$ cat src/rtl/increment_time.sv
// BCD MM:SS timekeeper with sanitising load, one-second increment and max detection.
// Optional macro INCREMENT_TIME_SATURATE_EN: hold at maximum instead of wrapping to 00:00.
module increment_time #(
  parameter logic [7:0] MAX_MIN = 8'h99
) (
  input  logic        clk,
  input  logic        reset,
  input  logic        loadEnable,
  input  logic [15:0] loadTime,
  input  logic        incEnable,
  output logic [15:0] outputTime,
  output logic        isMax,
  output logic        rollover
);

  localparam logic [15:0] MAX_TIME = {MAX_MIN, 8'h59};

  logic [15:0] time_q, time_d;
  logic        is_max_q, is_max_d;
  logic        rollover_q, rollover_d;

  logic [3:0]  ld_mt, ld_mo, ld_st, ld_so;
  logic [15:0] load_val;
  logic [3:0]  in_mt, in_mo, in_st, in_so;
  logic [15:0] inc_val;
  logic        at_max;

  function automatic logic [3:0] clamp_digit(input logic [3:0] d, input logic [3:0] lim);
    return (d > lim) ? lim : d;
  endfunction

  // Load path: clamp each digit, then clamp the whole value to the ceiling.
  // Valid BCD compares correctly as plain binary.
  always_comb begin
    ld_mt    = clamp_digit(loadTime[15:12], 4'd9);
    ld_mo    = clamp_digit(loadTime[11:8],  4'd9);
    ld_st    = clamp_digit(loadTime[7:4],   4'd5);
    ld_so    = clamp_digit(loadTime[3:0],   4'd9);
    load_val = {ld_mt, ld_mo, ld_st, ld_so};
    if ({ld_mt, ld_mo} > MAX_MIN) begin
      load_val = MAX_TIME;
    end
  end

  // Increment path: BCD ripple carry through the four digits.
  always_comb begin
    in_mt = time_q[15:12];
    in_mo = time_q[11:8];
    in_st = time_q[7:4];
    in_so = time_q[3:0];
    if (in_so < 4'd9) begin
      in_so = in_so + 4'd1;
    end else begin
      in_so = 4'd0;
      if (in_st < 4'd5) begin
        in_st = in_st + 4'd1;
      end else begin
        in_st = 4'd0;
        if (in_mo < 4'd9) begin
          in_mo = in_mo + 4'd1;
        end else begin
          in_mo = 4'd0;
          in_mt = (in_mt < 4'd9) ? (in_mt + 4'd1) : 4'd0;
        end
      end
    end
    inc_val = {in_mt, in_mo, in_st, in_so};
  end

  assign at_max = (time_q == MAX_TIME);

  always_comb begin
    time_d     = time_q;
    rollover_d = 1'b0;
    if (loadEnable) begin
      time_d = load_val;
    end else if (incEnable) begin
      if (at_max) begin
`ifdef INCREMENT_TIME_SATURATE_EN
        time_d = MAX_TIME;
`else
        time_d = 16'h0000;
`endif
        rollover_d = 1'b1;
      end else begin
        time_d = inc_val;
      end
    end
    // Derived from the next state so the flag lines up with outputTime.
    is_max_d = (time_d == MAX_TIME);
  end

  always_ff @(posedge clk or posedge reset) begin
    if (reset) begin
      time_q     <= 16'h0000;
      is_max_q   <= 1'b0;
      rollover_q <= 1'b0;
    end else begin
      time_q     <= time_d;
      is_max_q   <= is_max_d;
      rollover_q <= rollover_d;
    end
  end

  assign outputTime = time_q;
  assign isMax      = is_max_q;
  assign rollover   = rollover_q;

endmodule

$ cat config.mk
export PLATFORM = sky130hd
export DESIGN_NAME = increment_time
export DESIGN_NICKNAME = d
export VERILOG_FILES = /design/src/rtl/increment_time.sv
export SDC_FILE = /design/constraint.sdc
export NUM_CORES = 1
export LEC_CHECK = 0
export CAP_MARGIN = 5
export CORE_MARGIN = 2
export CORE_UTILIZATION = 54
export CTS_BUF_LIST = sky130_fd_sc_hd__clkbuf_8
export DETAILED_ROUTE_END_ITERATION = 7
export PLACE_DENSITY_LB_ADDON = 0.3
export SLEW_MARGIN = 10
export SYNTH_ARGS = -nofsm -noshare
export SYNTH_HDL_FRONTEND = slang
export SYNTH_SLANG_ARGS = --single-unit
$ cat constraint.sdc
create_clock -name clk -period 5.13 [get_ports clk]
set_input_delay 0.7695 -clock clk [delete_from_list [all_inputs] [get_ports clk]]
set_output_delay 0.7695 -clock clk [all_outputs]
set_load 0.02 [all_outputs]
# Yosys cells after proc, flatten, opt, wreduce, memory -nomap -nowiden
# Index checks and enable logic that the tools add are counted.
# word_totals
ff_bits	18
in_bits	20
out_inout_bits	18
word_cells	39
# classes
n_addsub	4
order_cmp	9
eq_ne	2
muxes	21
# ops
cell	count
$mux 16	4
$mux 4	14
$eq 16x16->1 const B	2
$add 4x1->4 const B	4
$gt 4x4->1 const B	3
$lt 4x4->1 const B	3
$gt 8x8->1 const B	1
$gt 4x3->1 const B	1
$lt 4x3->1 const B	1
$mux 1	3

# Depth between registers and ports, before layout
# logic_depth
depth_word	9
ltp_mapped	10
depth_no_buf	9

# Worst setup path after synthesis
# OpenSTA, ideal clock, no wires.
# synth_timing
path_kind	reg2reg
startpoint	reg time_q[4], in the netlist outputTime[4]
endpoint	reg is_max_q, in the netlist isMax
setup_ns	0.080
t_arrival_ns	2.500
required_ns	5.050
slack_ns	2.550
stages_incl_launch_ff	10
n_path_buf	0
period_less_slack_ns	2.580
cell_sequence	dfrtp_1 -> inv_1 -> ha_1 -> and2b_1 -> o211ai_1 -> nor3_1 -> o22ai_1 -> a221o_1 -> or4_4 -> nor3_2
# synth_between
elab_chain_len	7
elab_cells_between_ends	13
classes_between	add/sub: 1; order compare: 1; eq/ne: 2; mux: 9
# synth_lines
element	line	source
start: declaration	18	logic [15:0] time_q, time_d;
start signal: assignment	99	time_q <= time_d;
$lt 4x3->1	55	if (in_st < 4'd5) begin
$mux 4	55	
$mux 4	51	if (in_so < 4'd9) begin
$mux 16 (*)	78	if (at_max) begin
$mux 16 (*)	77	end else if (incEnable) begin
$mux 16 (*)	75	if (loadEnable) begin
named net time_d[14]	18	
$eq 16x16->1 (*)	90	is_max_d = (time_d == MAX_TIME);
named net is_max_d	19	logic is_max_q, is_max_d;
end signal: assignment	100	is_max_q <= is_max_d;
end: declaration	19	
# The timed path passes the listed nets; every way through them passes the cells marked *.

# Worst setup path after layout
# layout_timing
startpoint	in incEnable
endpoint	reg is_max_q, in the netlist isMax
# layout_between
elab_chain_len	3
# layout_lines
element	line	source
start: declaration	10	input logic incEnable,
$mux 16	77	
$mux 16	75	
$eq 16x16->1	90	
named net is_max_d	19	
# The timed path passes the listed nets, and every way through them passes these cells.

==> flow_summary.ini <==
[cts]
cts_resized = 0
clk_latency_ps = 250
ctsHoldBuffers = 0
cts_buffer_depth = 2
cts_tree = built
numCtsBuffers = 3
cts.sinks = 18
post_cts_buffers = 0
cts-root-buf = clkbuf_8
clkSlewWorstSetupHoldPaths_ps = 70
htreeDepth = 1

[detailed_routing]
vias = 1472
wl_met3_um = 312
met2_length_um = 1940
highest_layer = met4
wl_per_cell_um = 17.0
postRouteWirelength_um = 3970
drc = 0
drt-initial-drc-count = 58
drt-met1-wl_um = 1620
postRouteAntennaNets = 0
drtPass1Iterations = 4
vias_per_cell = 6.32

[logic_synthesis]
synth_cell_types = 49
syn_nets = 200
synth_warnings = 0
avgSynthCellArea_sq_um = 8.56
ys.flop_type = dfrtp_1
synthArstFlopShare = 1.00
synth_edf_count = 0
syn_area_sq_mm = 0.00144
syn_inst = 168
ys_ff_latch = 18
ys_seq_area_frac = 0.313

[sta]
tightest_slew_ps = 846
rsz0062_at_grt = false
timing.final.crit_period_ps = 3180
hold_ws_ps = 628
timing.fmax_mhz = 315
setup_ws_ps = 1950
drv_slew = 0
finalCritPeriodShare = 0.620
hold_viol_final = 0
clock-skew-final_ps = 3.93
tns_ps = 0
setup_viol_count_final = 0
relSlewSlack = 0.434

[global_routing]
antenna_found_initial = 0
grt_pass1_wl_um = 6800
grt_pass1_vias = 1463
grt-ovfl-total = 0
grtUsageTotal = 0.272
grt_max_degree = 27

[floorplan]
core-area_sq_mm = 0.00250
initial_core_util = 0.576
chipWidth_um = 55.6
core.rowCount = 18
ioPinCount = 38
dieHeight_um = 55.6
die_area_sq_mm = 0.00309

[placement]
hpwl_um = 3010
portBuffers = 37
gp_congestion = 0.984
dp_slack_ps = 1760

[final_layout]
utilization = 0.746
synthToLayoutAreaGrowth_pct = 29.7
multi_input_area_sq_um = 885
drive_gt1_frac = 0.0591
nNetsFinal = 236
insertedDiodeCount = 0
fill_cells = 184
seq_area_sq_um = 450

[pwr]
cellPowerDensity_mw_per_mm2 = 249
leakage_nw = 0.806
vdd_drop_max_uv = 175

[worst_hold_path]
min_path_type = flop to flop

[job]
cap_violations = 0

[worst_setup_path]
crit_type = input pin to flop
worstSetupStartpointType = input pin
crit_required_ps = 5310
cp_max_fo = 17
worstPathArrival_ps = 3360
end_kind = flop

[outcome]
status = finished clean
## final timing paths
check	cells past startpoint	endpoint	slack [ps]	start
min in group asynchronous	2	isMax$_DFF_PP0_	920	reset
max in group asynchronous	2	outputTime[11]$_DFF_PP0_	3760	reset
max reg2reg	8	isMax$_DFF_PP0_	2280	outputTime[13]$_DFF_PP0_
min reg2reg	1	outputTime[10]$_DFF_PP0_	630	outputTime[10]$_DFF_PP0_
min	1	outputTime[10]$_DFF_PP0_	630	outputTime[10]$_DFF_PP0_
max	8	isMax$_DFF_PP0_	1950	incEnable
## metal layers
| metal | global-route usage | up-vias |
|---|---|---|
| met5 | 0 | - |
| met4 | 0.0767 | 0 |
| met3 | 0.0326 | 12 |
| met2 | 0.464 | 75 |
| met1 | 0.361 | 688 |
| li1 | - | 697 |
## cell usage in the layout, fill, tap and decap left out, types with 2 or more instances in the layout
cell type and n:
clkdlybuf4s50_1 37, inv_1 18, dfrtp_1 18, nand2_1 14, ha_1 12, a21oi_1 10, nor2_1 8, o21ai_0 8
nor2b_1 7, nor3_1 7, nand2b_1 6, nand4_1 4, a32oi_1 4, clkbuf_8 4, nand3_1 3, o211ai_1 3
a31oi_1 3, nand4bb_1 2, a221o_1 2, or3_1 2, or4_1 2, a221oi_1 2, a211oi_1 2, and3_1 2
## logic make-up (layout without fill, tap and decap cells)
logic type,after synthesis,after routing,share of synthesized area
buffers and inverters,24,59,0.0722
and+or+nand+nor,65,65,0.258
adders and majority gates,12,12,0.104
DFF,18,18,0.313
AOI/OAI and AO/OA,49,49,0.252
## worst max-delay path, cell delays in order
cell and delay [ps]:
clkdlybuf4s50_1 870, inv_1 190, nor2_1 350, nand2_1 130
or4_1 540, a31oi_1 180, nand4_1 120, nor3_2 190
## synth_stat cells (all sizes together), types with 2 or more instances
cell type	n	area, sq um
nand4bb	2	22.5
and3	2	12.5
a32oi	4	35.0
buf	4	28.8
a31oi	3	18.8
o21ai	9	56.3
a221oi	2	17.5
ha	12	150
a211oi	2	15.0
a221o	2	20.0
or4	3	26.3
a22o	2	18.8
nand2b	6	37.5
dfrtp	18	450
o211ai	3	22.5
clkbuf	2	7.51
inv	18	67.6
nand3	3	15.0
nor2b	7	43.8
nand4	4	25.0
nand2	14	52.6
nor2	8	30.0
a21oi	11	58.8
nor3	8	45.0
or3	2	12.5
## power breakdown
part,leakage (nW),switching (W),total (W),internal [W]
logic,0.554,0.0000929,0.000171,0.0000779
clock network,0.0288,0.0000481,0.000116,0.0000681
registers,0.223,0.0000226,0.000178,0.000155
## through the flow
step                cells  instance area (sq um)  power, W
finish                233                   1870  0.000465
global route          233                   1870  0.000492
CTS                   233                   1870  0.000464
detailed placement    229                   1810  0.000347
global placement      229                   1810  0.000342
floorplan             168                   1440  0.000277
## sequential cells by signal (all words and copies together) (netlist names)
| register | count |
|---|---|
| isMax | 1 |
| rollover | 1 |
| outputTime | 16 |
## layout make-up
type                    instances  share of cell area
multi-input cells             126               0.474
repair buffers                 37               0.199
inverters                      18              0.0362
clock buffers                   4              0.0295
flip-flops and latches         18               0.241
well taps                      30              0.0201
Power figures use the tool's default switching activity.
